[src/rtl/vga_pkg.sv]
// Shared definitions for the pixel-domain display timing generator:
// default 800x480 timing, the pixel word layout and the run/idle state.
package vga_pkg;

  localparam int HDISP_DEF  = 800;
  localparam int HFP_DEF    = 40;
  localparam int HPULSE_DEF = 48;
  localparam int HBP_DEF    = 40;
  localparam int VDISP_DEF  = 480;
  localparam int VFP_DEF    = 13;
  localparam int VPULSE_DEF = 3;
  localparam int VBP_DEF    = 29;

  typedef struct packed {
    logic [7:0] r;
    logic [7:0] g;
    logic [7:0] b;
  } rgb_t;

  typedef enum logic {
    IDLE = 1'b0,
    RUN  = 1'b1
  } state_e;

endpackage

[src/rtl/vga_timing.sv]
// Display timing generator: stage-0 line/frame counters drive the FIFO read
// strobe, stage-1 registers produce sync, blank and coordinates one cycle later.
module vga_timing
  import vga_pkg::*;
#(
  parameter int HDISP  = HDISP_DEF,
  parameter int HFP    = HFP_DEF,
  parameter int HPULSE = HPULSE_DEF,
  parameter int HBP    = HBP_DEF,
  parameter int VDISP  = VDISP_DEF,
  parameter int VFP    = VFP_DEF,
  parameter int VPULSE = VPULSE_DEF,
  parameter int VBP    = VBP_DEF
) (
  input  logic        pixel_clk,
  input  logic        pixel_rst,
  input  logic        en,
  input  logic        fifo_empty,
  input  logic [23:0] fifo_rdata,
  output logic        fifo_rd,
  output logic        VGA_HS,
  output logic        VGA_VS,
  output logic        VGA_BLANK,
  output logic [23:0] VGA_RGB,
  output logic [10:0] x,
  output logic [9:0]  y,
  output logic        underflow
);

  localparam int HTOTAL = HFP + HPULSE + HBP + HDISP;
  localparam int VTOTAL = VFP + VPULSE + VBP + VDISP;
  localparam int HW     = $clog2(HTOTAL);
  localparam int VW     = $clog2(VTOTAL);

  localparam logic [HW-1:0] H_LAST   = HW'(HTOTAL - 1);
  localparam logic [HW-1:0] H_PSTART = HW'(HFP);
  localparam logic [HW-1:0] H_PEND   = HW'(HFP + HPULSE);
  localparam logic [HW-1:0] H_START  = HW'(HFP + HPULSE + HBP);
  localparam logic [VW-1:0] V_LAST   = VW'(VTOTAL - 1);
  localparam logic [VW-1:0] V_PSTART = VW'(VFP);
  localparam logic [VW-1:0] V_PEND   = VW'(VFP + VPULSE);
  localparam logic [VW-1:0] V_START  = VW'(VFP + VPULSE + VBP);

  if (HDISP >= 2048 || VDISP >= 1024) begin : g_bad_params
    $error("vga_timing: HDISP must be below 2048 and VDISP below 1024");
  end

  state_e        state_q, state_d;
  logic [HW-1:0] hcnt_q, hcnt_d;
  logic [VW-1:0] vcnt_q, vcnt_d;
  logic          line_end, frame_end;

  assign line_end  = (hcnt_q == H_LAST);
  assign frame_end = line_end && (vcnt_q == V_LAST);

  // en is only looked at in IDLE or on the last cycle of a frame, so a
  // frame that has started always runs to completion.
  always_comb begin
    state_d = state_q;
    hcnt_d  = hcnt_q;
    vcnt_d  = vcnt_q;
    case (state_q)
      IDLE: begin
        hcnt_d = '0;
        vcnt_d = '0;
        if (en) state_d = RUN;
      end
      RUN: begin
        if (line_end) begin
          hcnt_d = '0;
          vcnt_d = (vcnt_q == V_LAST) ? '0 : vcnt_q + 1'b1;
        end else begin
          hcnt_d = hcnt_q + 1'b1;
        end
        if (frame_end && !en) state_d = IDLE;
      end
    endcase
  end

  always_ff @(posedge pixel_clk) begin
    if (pixel_rst) begin
      state_q <= IDLE;
      hcnt_q  <= '0;
      vcnt_q  <= '0;
    end else begin
      state_q <= state_d;
      hcnt_q  <= hcnt_d;
      vcnt_q  <= vcnt_d;
    end
  end

  // ---- stage 0: decode from the counters ----
  logic          run_p0, vld_p0, hs_p0, vs_p0;
  logic [HW-1:0] hoff_p0;
  logic [VW-1:0] voff_p0;

  assign run_p0  = (state_q == RUN);
  assign vld_p0  = run_p0 && (hcnt_q >= H_START) && (vcnt_q >= V_START);
  assign hs_p0   = !(run_p0 && (hcnt_q >= H_PSTART) && (hcnt_q < H_PEND));
  assign vs_p0   = !(run_p0 && (vcnt_q >= V_PSTART) && (vcnt_q < V_PEND));
  assign hoff_p0 = hcnt_q - H_START;
  assign voff_p0 = vcnt_q - V_START;
  assign fifo_rd = vld_p0;

  // ---- stage 1: registered timing outputs ----
  logic        hs_p1_q, vs_p1_q, vld_p1_q, uf_q;
  logic [10:0] x_p1_q;
  logic [9:0]  y_p1_q;

  always_ff @(posedge pixel_clk) begin
    if (pixel_rst) begin
      hs_p1_q  <= 1'b1;
      vs_p1_q  <= 1'b1;
      vld_p1_q <= 1'b0;
      x_p1_q   <= '0;
      y_p1_q   <= '0;
      uf_q     <= 1'b0;
    end else begin
      hs_p1_q  <= hs_p0;
      vs_p1_q  <= vs_p0;
      vld_p1_q <= vld_p0;
      x_p1_q   <= vld_p0 ? 11'(hoff_p0) : 11'd0;
      y_p1_q   <= vld_p0 ? 10'(voff_p0) : 10'd0;
      uf_q     <= uf_q | (vld_p0 & fifo_empty);
    end
  end

  // FIFO data already arrives one cycle after the read, i.e. in stage 1,
  // so it is gated rather than registered again to stay aligned with BLANK.
  rgb_t pix_p1;
  assign pix_p1 = rgb_t'(fifo_rdata);

  assign VGA_HS    = hs_p1_q;
  assign VGA_VS    = vs_p1_q;
  assign VGA_BLANK = vld_p1_q;
  assign VGA_RGB   = vld_p1_q ? pix_p1 : 24'h0;
  assign x         = x_p1_q;
  assign y         = y_p1_q;
  assign underflow = uf_q;

endmodule

[config.mk]
export PLATFORM = sky130hd
export DESIGN_NAME = vga_timing
export DESIGN_NICKNAME = d
export VERILOG_FILES = /design/src/rtl/vga_pkg.sv /design/src/rtl/vga_timing.sv
export SDC_FILE = /design/constraint.sdc
export NUM_CORES = 1
export LEC_CHECK = 0
export ABC_CLOCK_PERIOD_IN_PS = 3500
export BUFFER_PORTS_ARGS = -buffer_cell sky130_fd_sc_hd__clkbuf_2
export CAP_MARGIN = 25
export CORE_MARGIN = 2
export CORE_UTILIZATION = 50
export CTS_BUF_LIST = sky130_fd_sc_hd__clkbuf_8 sky130_fd_sc_hd__clkbuf_16
export DETAILED_ROUTE_END_ITERATION = 7
export GPL_TIMING_DRIVEN = 1
export PLACE_DENSITY_LB_ADDON = 0.12
export SYNTH_ARGS = -nofsm -noshare
export SYNTH_HDL_FRONTEND = slang
export SYNTH_SLANG_ARGS = --single-unit
[constraint.sdc]
create_clock -name pixel_clk -period 3.5 [get_ports pixel_clk]
set_clock_uncertainty 0.05 [all_clocks]
set_input_delay 0.35 -clock pixel_clk [delete_from_list [all_inputs] [get_ports pixel_clk]]
set_output_delay 0.35 -clock pixel_clk [all_outputs]
set_load 0.03 [all_outputs]
==> results by group, run 1 <==
Status
  – Outcome: complete, no violations

Placement
  – Setup WS pre-CTS: between 1000 and 1500 ps
  – Detailed placement HPWL: roughly 3500 um
  – Area post-placement: 2500 um^2
  – Port bufs: 76
  – DP Cell Count: 360
  – Final Wtd Congestion: 0.849

Hold path
  – Hold_sp: pixel_rst
  – Hold WC Path Type: in2reg
  – Hold Path Sink: run_p0
  – Cells on Worst Hold Path: 2

STA
  – Fmax: about 0.42 GHz
  – Hold violation count in the final report: 0
  – Unrepaired setup endpoints after global routing: false
  – Hold_ws: between 200 and 250 ps
  – Count of final setup violators: 0
  – Minimum clock period: 2400 ps
  – Max-slew violation count: 0
  – Slew margin rel.: 0.439
  – Worst-Margin Slew: around 840 ps
  – Setup TNS: 0 ps
  – Period Utilization, post-route: 0.686
  – Setup ws final: about 1100 ps

Power
  – Clk pwr share: 0.420
  – Switch share: 0.192
  – Sequential Power Share: 0.550
  – Psw: about 0.18 mW
  – Leakage: roughly 1.2 nW
  – VDD IR max: 274 uV
  – Power, Total: around 0.94 mW
  – Power per cell area: around 360 nW/um^2
  – Pint: 0.756 mW
  – Combinational share of power: 0.030

Run
  – MaxCap Viol Count: 0

Drt
  – Initial DRC Count: 64
  – Via count: 1912
  – Drt first pass iters: 4
  – Drt wl/cell: about 13 um
  – DR vias/cell: ~5.2
  – Final WL: around 4600 um
  – DRC: 0
  – Routed Antenna Nets: 0

Global route
  – Total gr overflow: 0
  – Initial antenna violation count: 0
  – Gr usage total: 0.198
  – Largest net degree at the start of global routing: 26
  – First-pass GRT wire length: around 7800 um
  – Vias in the first global route: about 1.7k

Clock tree
  – CTS clock-pin slew for the worst setup and hold paths: around 80 ps
  – Clock sink count: 45
  – Clock Latency Late Sink: approximately 290 ps
  – CTS tree: done
  – Clock Path Buffers: 2
  – Post-CTS setup buffers: 0
  – Cts hold-fix bufs: 0
  – CTS H-tree depth: 2
  – CTS buffer count: 5
  – # resized after CTS: 0
  – Root Buffer: clkbuf_8

Setup path
  – Worst reg-to-reg setup slack: roughly 1200 ps
  – Worst EP required: 3100 ps
  – Max FO, Critical Path: 7
  – CP endpoint kind: output pin
  – Critical path class: reg2out
  – Reg2reg path depth: 7
  – R2r startpoint: vcnt_q[0]
  – Startpoint types: register
  – Worst Path Arrival: around 2000 ps
  – FF-to-FF End: x[3]

Floorplan
  – Starting Density: 0.525
  – Die Ht: between 60 and 70 um
  – I/O pin cnt: 78
  – Die Wd: between 60 and 70 um
  – Rows: 23
  – Die area: around 4800 um^2
  – Core area: just over 4000 um^2

Synthesis
  – Synth Area per Inst: 8.63 um^2
  – Synth async-reset ratio: 0
  – Synth Flop Type: dfxtp_1
  – Mapped cell area: between 2000 and 2500 um^2
  – Syn_nets: around 280
  – Synthesis-stage register bit count: 45
  – Synth warn: 0
  – Count of cell types in the netlist: 43
  – Synthesized instance count: ~250
  – Seq/Total Area, Yosys: 0.426
  – Post-synth EDFFs: 0

Final layout
  – Final Cell Area: roughly 2600 um^2
  – # fillers: 360
  – Post-Layout Cell Count: between 300 and 400
  – Area Overhead vs Synth: 23.9%
  – Nets: 354
  – Fin util: 0.650
  – Number of inserted diodes: 0
  – Share of cells above drive strength 1: 0.283
==> cells in the final DEF, fill, tap and decap left out, types with 2 or more instances in the layout <==
cell type	instances
or3_1	9
o2111ai_1	2
dfxtp_1	45
o21ai_0	8
nand3_1	6
clkbuf_2	76
nor2_1	26
or4_1	5
inv_1	15
o31ai_1	5
nor4_1	2
a21oi_1	17
nand2_1	12
o211a_1	2
clkbuf_8	6
ha_1	9
xnor2_1	8
xor2_1	4
nand4_1	3
nor3_1	6
o21a_1	2
and2_1	29
==> logic make-up (layout without fill, tap and decap cells) <==
kind of cell,after synthesis,after routing,share of synthesized area
xor gates and xnor gates,12,12,0.0497
and+or+nand+nor,110,110,0.286
buffers and inverters,26,99,0.0527
AOI/OAI and AO/OA,42,42,0.130
adders and majority gates,9,9,0.0533
other,1,1,0.00177
DFF,45,45,0.426
==> flip-flops by register name (all words and copies together) (netlist names) <==
signal,flops
VGA_BLANK,1
VGA_HS,1
VGA_VS,1
hcnt_q,10
run_p0,1
underflow,1
vcnt_q,10
x,10
y,10
==> layer usage <==
layer / GRT usage / share of wire
met1: 0.251 / 0.44
met2: 0.326 / 0.48
met3: 0.0585 / 0.078
met4: 0.0588 / 0.0091
met5: 0 / 0
==> cell usage after synthesis, types with 2 or more instances <==
cell type,n,area (um^2)
a21oi_1,17,85.1
and2_1,29,181
buf_2,8,40.0
clkbuf_1,2,7.51
dfxtp_1,45,901
ha_1,9,113
inv_1,14,52.6
nand2_1,12,45.0
nand3_1,6,30.0
nand4_1,3,18.8
nor2_1,26,97.6
nor3_1,6,30.0
nor4_1,2,12.5
o2111ai_1,2,17.5
o211a_1,2,20.0
o21a_1,2,15.0
o21ai_0,8,40.0
o31ai_1,5,37.5
or3_1,9,56.3
or4_1,5,37.5
xnor2_1,8,70.1
xor2_1,4,35.0
==> critical path: stages, from the launching register on <==
cell and delay (ps):
dfxtp_1 450, inv_1 130, ha_1 250, and3b_1 260, o21a_1 240, o211a_1 190
clkbuf_2 200
==> power groups by stage <==
| stage | logic [mW] | clock network [mW] | registers [mW] |
|---|---|---|---|
| 6_report | 0.0280 | 0.393 | 0.515 |
| 5_1_grt | 0.0315 | 0.419 | 0.516 |
| 4_1_cts | 0.0285 | 0.400 | 0.515 |
| 3_3_place_gp | 0.0282 | 0 | 0.527 |
| 2_1_floorplan | 0.0122 | 0 | 0.527 |
| 3_5_place_dp | 0.0283 | 0 | 0.527 |
==> area by class of cell <==
class,instances,area (um^2),area share
multi-input cells,174,1100,0.421
clock buffers,6,82.6,0.0315
repair buffers,76,380,0.145
well taps,50,62.6,0.0239
inverters,15,56.3,0.0215
flip-flops and latches,45,901,0.344
clock inverters,2,33.8,0.0129
==> how the worst max path moves through the flow <==
stage,start,to,depth (start not counted)
final,vcnt_q[0],fifo_rd,6
after global routing,vcnt_q[0],fifo_rd,6
after CTS,vcnt_q[0],fifo_rd,6
after detailed placement,vcnt_q[0],x[3],7
after global placement,vcnt_q[0],x[6],7
after floorplan,vcnt_q[0],fifo_rd,5
Power figures use the tool's default switching activity.
==> run 2: changes to the inputs <==
--- a/config.mk
+++ b/config.mk
@@ -5,11 +5,12 @@
 export SDC_FILE = /design/constraint.sdc
 export NUM_CORES = 1
 export LEC_CHECK = 0
-export ABC_CLOCK_PERIOD_IN_PS = 3500
+export ABC_AREA = 1
+export ABC_CLOCK_PERIOD_IN_PS = 2100
 export BUFFER_PORTS_ARGS = -buffer_cell sky130_fd_sc_hd__clkbuf_2
 export CAP_MARGIN = 25
 export CORE_MARGIN = 2
-export CORE_UTILIZATION = 50
+export CORE_UTILIZATION = 45
 export CTS_BUF_LIST = sky130_fd_sc_hd__clkbuf_8 sky130_fd_sc_hd__clkbuf_16
 export DETAILED_ROUTE_END_ITERATION = 7
 export GPL_TIMING_DRIVEN = 1
==> constraint.sdc (replaced) <==
create_clock -name pixel_clk -period 2.1 [get_ports pixel_clk]
set_clock_uncertainty 0.05 [all_clocks]
set_input_delay 0.21 -clock pixel_clk [delete_from_list [all_inputs] [get_ports pixel_clk]]
set_output_delay 0.21 -clock pixel_clk [all_outputs]
set_load 0.03 [all_outputs]
==> results by group, run 2 <==
Status
  – Outcome: complete, no violations

Floorplan
  – Core area: 4820 um^2 (+20%)
  – I/O pin cnt: 78 (unchanged)
  – Starting Density: 0.473 (-0.0515)
  – Rows: 25 (+8.7%)
  – Die area: 5650 um^2 (+19%)
  – Die Ht: 75.2 um (+8.9%)
  – Die Wd: 75.2 um (+8.9%)

Clock tree
  – CTS H-tree depth: 2 (unchanged)
  – Cts hold-fix bufs: 0 (unchanged)
  – Clock sink count: 45 (unchanged)
  – CTS buffer count: 5 (unchanged)
  – CTS clock-pin slew for the worst setup and hold paths: 80 ps (about the same)
  – Clock Path Buffers: 2 (unchanged)
  – Root Buffer: clkbuf_8
  – Clock Latency Late Sink: 300 ps (about the same)
  – CTS tree: done

Hold path
  – Hold WC Path Type: in2reg
  – Hold Path Sink: run_p0
  – Hold_sp: en
  – Cells on Worst Hold Path: 3 (+1)

Placement
  – Port bufs: 76 (unchanged)
  – Final Wtd Congestion: 0.850 (+0.20%)
  – Setup WS pre-CTS: 300 ps (-862 ps)
  – Detailed placement HPWL: 3820 um (+8.9%)

Power
  – VDD IR max: 350 uV (+28%)
  – Psw: 0.321 mW (+78%)
  – Pint: 1.18 mW (+56%)
  – Sequential Power Share: 0.574 (+0.024)
  – Switch share: 0.214 (+0.0217)
  – Combinational share of power: 0.043 (+0.013)
  – Power per cell area: 535 nW/um^2 (+50%)
  – Clk pwr share: 0.383 (-0.037)
  – Leakage: 1.55 nW (+30%)

Setup path
  – R2r startpoint: vcnt_q[1]
  – FF-to-FF End: y[0]
  – Worst EP required: 1840 ps (-1260 ps)
  – Worst reg-to-reg setup slack: 260 ps (-900 ps)
  – Startpoint types: register
  – Reg2reg path depth: 8 (+1)
  – Max FO, Critical Path: 6 (-1)
  – Worst Path Arrival: 1680 ps (-320 ps)
  – CP endpoint kind: output pin
  – Critical path class: reg2out

Final layout
  – Nets: 434 (+23%)
  – Area Overhead vs Synth: 23.2%
  – Share of cells above drive strength 1: 0.302 (+0.0185)
  – Fin util: 0.583 (-0.0671)
  – Number of inserted diodes: 0 (unchanged)
  – Commonest non-fill, non-tap cell in the layout: clkbuf_2
  – Commonest non-fill, non-tap cells in the layout: 75 x clkbuf_2, 70 x nand2_1, 55 x inv_1

Drt
  – Final WL: 4910 um (+6.3%)
  – DR vias/cell: 4.65 (-10%)
  – Via count: 2164 (+13%)
  – Routed Antenna Nets: 0 (unchanged)
  – Initial DRC Count: 81 (+27%)
  – DRC: 0 (unchanged)
  – Drt wl/cell: 10.6 um (-16%)
  – Drt first pass iters: 4 (unchanged)

Global route
  – First-pass GRT wire length: 7510 um (-3.1%)
  – Gr busiest metal: met2
  – Routing usage on met3: 0.0388 (-0.0197)
  – Largest net degree at the start of global routing: 26 (unchanged)
  – Vias in the first global route: 1768 (+4.1%)
  – Gr usage total: 0.174 (-0.0246)
  – Met2 Use GR: 0.294 (-0.0315)
  – GRT met1 Usage: 0.213 (-0.0377)
  – Total gr overflow: 0 (unchanged)
  – Initial antenna violation count: 0 (unchanged)

Synthesis
  – Synth Flop Type: dfxtp_1
  – Synthesized instance count: 320 (+31%)
  – Synth async-reset ratio: 0 (unchanged)
  – Largest family of logic cells by synthesized area: simple AND/OR/NAND/NOR gates
  – Leading area contributor after synthesis: dfxtp_1
  – Adder-cell share of the synthesized area: 0.0494 (-0.00386)
  – Post-synth EDFFs: 0 (unchanged)
  – Mapped cell area: 2280 um^2 (+7.8%)
  – Most frequent cell after synthesis: nand2_1
  – Mux contribution to synthesized area: 0 (unchanged)
  – Simple-gate portion of the synthesized area: 0.347 (+0.0605)
  – Area share of the largest cell type after synthesis: 0.395 (-0.0309)
  – Post-synth top cells: 70 x nand2_1, 55 x inv_1, 45 x dfxtp_1
  – Count of cell types in the netlist: 30 (-30%)
  – Synth Area per Inst: 7.12 um^2 (-17%)
  – Synthesis-stage register bit count: 45 (unchanged)
  – Synth top area cells: dfxtp_1 40%, nand2_1 12%, inv_1 9.1%, nor2_1 5.6%, nand3_1 5.3%
  – Syn_nets: 357 (+27%)
  – Synth warn: 0 (unchanged)
  – Seq/Total Area, Yosys: 0.395 (-0.0309)
  – Compound-Gate Fraction of Synth Area: 0.0439 (-0.0863)
  – Post-Synth XOR/XNOR Area: 0.0346 (-0.0151)

STA
  – Period Utilization, post-route: 0.925
  – Hold_ws: 59.6 ps (-141 ps)
  – Hold violation count in the final report: 0 (unchanged)
  – Max-slew violation count: 0 (unchanged)
  – Setup ws final: 158 ps (-940 ps)
  – Setup TNS: 0 ps (unchanged)
  – Minimum clock period: 1940 ps
  – Count of final setup violators: 0 (unchanged)
  – Fmax: between 0.5 and 0.6 GHz
  – Unrepaired setup endpoints after global routing: false
  – Worst-Margin Slew: 707 ps (-133 ps)
  – Slew margin rel.: 0.528 (+0.0894)

Run
  – MaxCap Viol Count: 0 (unchanged)
[run 2: cell types whose count changed in the layout (fill, tap and decap cells not counted), moves of 16 or more]
cell     before  now
nand2_1      12   70
nor2_2        0   16
and2_1       29    0
inv_1        15   55
nand3_1       6   24
[run 2: worst max-delay path by stage]
stage	slack [ps]	from	endpoint
after floorplan	440	vcnt_q[0]	fifo_rd
after global placement	390	vcnt_q[1]	y[7]
after detailed placement	300	vcnt_q[1]	y[0]
after CTS	2	vcnt_q[1]	fifo_rd
after global routing	30	vcnt_q[1]	fifo_rd
final	160	vcnt_q[1]	fifo_rd
[run 2: cells by family (layout without fill, tap and decap cells)]
family | Yosys count | after routing
buf+inv | 70 | 148
simple gates | 168 | 168
xor+xnor | 9 | 9
other cells | 1 | 1
flops | 45 | 45
compound gates | 18 | 18
fa+ha+maj | 9 | 9
[run 2: power groups by stage]
stage	Sequential (mW)	Clock [mW]	Combinational, mW
floorplan	0.880	0	0.0369
global placement	0.881	0	0.0648
detailed placement	0.882	0	0.0655
CTS	0.862	0.596	0.0659
global route	0.862	0.632	0.0729
finish	0.861	0.575	0.0651
[run 2: per-layer routing]
layer  wire [um]  part of all wire
met1        2210              0.45
met2        2140              0.44
met3         438             0.089
met4         118             0.024
met5           0                 0
[run 2: repair_timing]
action,4_1_cts,5_1_grt
gates resized for setup,0,3
hold endpoints to repair,0,0
setup endpoints to repair,0,1
setup buffers,0,1
[run 2: final cells by class]
cell class | count | area [um^2]
inverters | 61 | 229
flip-flops and latches | 45 | 902
repair buffers | 79 | 405
fillers | 472 | 2010
multi-input cells | 205 | 1080
clock inverters | 1 | 5.00
well taps | 67 | 83.8
clock buffers | 7 | 96.3
[run 2: critical path, cell delays in order (launching register included)]
cell and delay [ps]:
dfxtp_2 380, inv_1 100, ha_1 230, o21ai_2 160
nand2_1 120, nand2_2 100, nand2_1 60, inv_1 50
clkbuf_4 170
[run 2: per-stage QoR]
stage | cells | total power [mW] | cell area, um^2
floorplan | 320 | 0.917 | 2280
global placement | 456 | 0.946 | 2690
detailed placement | 456 | 0.947 | 2690
CTS | 464 | 1.52 | 2800
global route | 465 | 1.57 | 2810
finish | 465 | 1.50 | 2810
==> run 3: changes to the inputs <==
--- a/config.mk
+++ b/config.mk
@@ -6,11 +6,11 @@
 export NUM_CORES = 1
 export LEC_CHECK = 0
 export ABC_AREA = 1
-export ABC_CLOCK_PERIOD_IN_PS = 2100
+export ABC_CLOCK_PERIOD_IN_PS = 2000
 export BUFFER_PORTS_ARGS = -buffer_cell sky130_fd_sc_hd__clkbuf_2
 export CAP_MARGIN = 25
 export CORE_MARGIN = 2
-export CORE_UTILIZATION = 45
+export CORE_UTILIZATION = 50
 export CTS_BUF_LIST = sky130_fd_sc_hd__clkbuf_8 sky130_fd_sc_hd__clkbuf_16
 export DETAILED_ROUTE_END_ITERATION = 7
 export GPL_TIMING_DRIVEN = 1
==> constraint.sdc (replaced) <==
create_clock -name pixel_clk -period 2 [get_ports pixel_clk]
set_clock_uncertainty 0.05 [all_clocks]
set_input_delay 0.2 -clock pixel_clk [delete_from_list [all_inputs] [get_ports pixel_clk]]
set_output_delay 0.2 -clock pixel_clk [all_outputs]
set_load 0.03 [all_outputs]
==> results by group, run 3 (synthesized netlist as in run 2, its figures left out) <==
STA
  – Hold violation count in the final report: 0 (unchanged)
  – Setup TNS: 0 ps (unchanged)
  – Fmax: 0.537 GHz
  – Max-slew violation count: 0 (unchanged)
  – Unrepaired setup endpoints after global routing: false
  – Period Utilization, post-route: 0.930
  – Slew margin rel.: 0.526 (-0.00204)
  – Minimum clock period: 1860 ps
  – Worst-Margin Slew: 710 ps (+3.05 ps)
  – Count of final setup violators: 0 (unchanged)

Setup path
  – Startpoint types: register
  – CP endpoint kind: output pin
  – Max FO, Critical Path: 4 (-2)
  – Worst EP required: 1750 ps (-90 ps)
  – Worst reg-to-reg setup slack: 330 ps (+70 ps)
  – Critical path class: reg2out
  – FF-to-FF End: run_p0
  – Worst Path Arrival: 1610 ps (-70 ps)
  – Reg2reg path depth: 8 (unchanged)
  – R2r startpoint: hcnt_q[0]

Drt
  – Drt wl/cell: 10.6 um (+0.77%)
  – Via count: 2149 (-0.69%)
  – Final WL: 4820 um (-1.8%)
  – Drt first pass iters: 4 (unchanged)
  – Initial DRC Count: 91 (+12%)
  – DRC: 0 (unchanged)
  – DR vias/cell: 4.74 (+1.9%)
  – Routed Antenna Nets: 0 (unchanged)

Power
  – Power per cell area: 535 nW/um^2 (about the same)
  – Power, Total: 1.50 mW (-0.12%)
  – Leakage: 1.56 nW (+0.86%)
  – VDD IR max: 292 uV (-17%)

Clock tree
  – Root Buffer: clkbuf_8
  – CTS tree: done
  – Clock Path Buffers: 2 (unchanged)
  – CTS H-tree depth: 2 (unchanged)
  – Clock sink count: 45 (unchanged)
  – Clock Latency Late Sink: 300 ps (about the same)
  – CTS clock-pin slew for the worst setup and hold paths: 80 ps (about the same)
  – CTS buffer count: 5 (unchanged)

Run
  – MaxCap Viol Count: 0 (unchanged)

Hold path
  – Hold_sp: en
  – Cells on Worst Hold Path: 3 (unchanged)
  – Hold WC Path Type: in2reg
  – Hold Path Sink: run_p0

Status
  – Outcome: complete, no violations

Final layout
  – Number of inserted diodes: 0 (unchanged)
  – # fillers: 405 (-14%)
  – Commonest non-fill, non-tap cells in the layout: 75 x clkbuf_2, 69 x nand2_1, 54 x inv_1
  – Share of cells above drive strength 1: 0.319 (+0.0177)
  – Nets: 437 (+0.69%)
  – Area Overhead vs Synth: 23.1% (about the same)
  – Commonest non-fill, non-tap cell in the layout: clkbuf_2
  – Fin util: 0.640 (+0.0572)

Floorplan
  – I/O pin cnt: 78 (unchanged)
  – Rows: 24 (-4.0%)
  – Core area: 4380 um^2 (-9.0%)
  – Starting Density: 0.520 (+0.0467)
  – Die Wd: 71.5 um (-4.9%)
  – Die area: 5110 um^2 (-9.5%)
  – Die Ht: 71.5 um (-4.9%)

Placement
  – Detailed placement HPWL: 3800 um (-0.47%)
  – Final Wtd Congestion: 0.857 (+0.76%)
  – Port bufs: 76 (unchanged)

Global route
  – Gr usage total: 0.194 (+0.0199)
  – Largest net degree at the start of global routing: 26 (unchanged)
  – Vias in the first global route: 1828 (+3.4%)
  – Total gr overflow: 0 (unchanged)
  – Initial antenna violation count: 0 (unchanged)
  – First-pass GRT wire length: 7900 um (+5.1%)
[run 3: cell type report]
cell class | instances | area, um^2 | area share
Inverter | 61 | 229 | 0.0816
Clock inverter | 3 | 13.8 | 0.00491
Clock buffer | 5 | 68.8 | 0.0245
Sequential cell | 45 | 905 | 0.322
Timing Repair Buffer | 82 | 428 | 0.153
Tap cell | 52 | 65.1 | 0.0232
Multi-Input combinational cell | 205 | 1100 | 0.391
[run 3: worst max path at each step]
stage / start / cells past startpoint / slack, ps / end
floorplan: vcnt_q[0] / 7 / 350 / fifo_rd
global placement: vcnt_q[1] / 7 / 320 / y[7]
detailed placement: vcnt_q[1] / 7 / 240 / x[5]
CTS: vcnt_q[1] / 8 / 10 / fifo_rd
global route: vcnt_q[0] / 9 / 20 / fifo_rd
finish: vcnt_q[0] / 8 / 140 / fifo_rd
[run 3: repair_timing]
item,in CTS,in global routing
setup endpoints to repair,1,1
gates resized for setup,2,7
pin swaps,0,1
endpoints found under the hold margin,0,0
setup buffers,0,1
hold buffers,0,0
cloned,0,0
[run 3: where the power goes]
| part | internal [mW] | switching, mW | total [mW] |
|---|---|---|---|
| registers | 0.897 | 0.00597 | 0.903 |
| clock network | 0.237 | 0.290 | 0.527 |
| logic | 0.0302 | 0.0394 | 0.0696 |
[run 3: critical path: stages (launching register included)]
cell,delay [ps]
dfxtp_1,330
inv_1,90
ha_2,220
o21ai_2,150
nand2_2,100
nand2_2,120
nand2_1,80
inv_1,60
clkbuf_4,170
[run 3: routing by layer]
layer | up-vias | global-route usage | part of all wire
met3 | 6 | 0.0534 | 0.10
met2 | 84 | 0.319 | 0.46
met5 | - | 0 | 0
li1 | 1129 | - | -
met4 | 0 | 0.0566 | 0.013
met1 | 930 | 0.248 | 0.42
[run 3: per-stage QoR]
step / std cells / hold WS (ps) / setup WS [ps] / instance area, um^2
6_report: 453 / 54.0 / 139 / 2810
5_1_grt: 453 / 65.6 / 21.6 / 2810
4_1_cts: 452 / 48.0 / 11.0 / 2780
3_5_place_dp: 444 / 365 / 242 / 2700
3_3_place_gp: 444 / 357 / 320 / 2700
2_1_floorplan: 320 / 219 / 346 / 2280
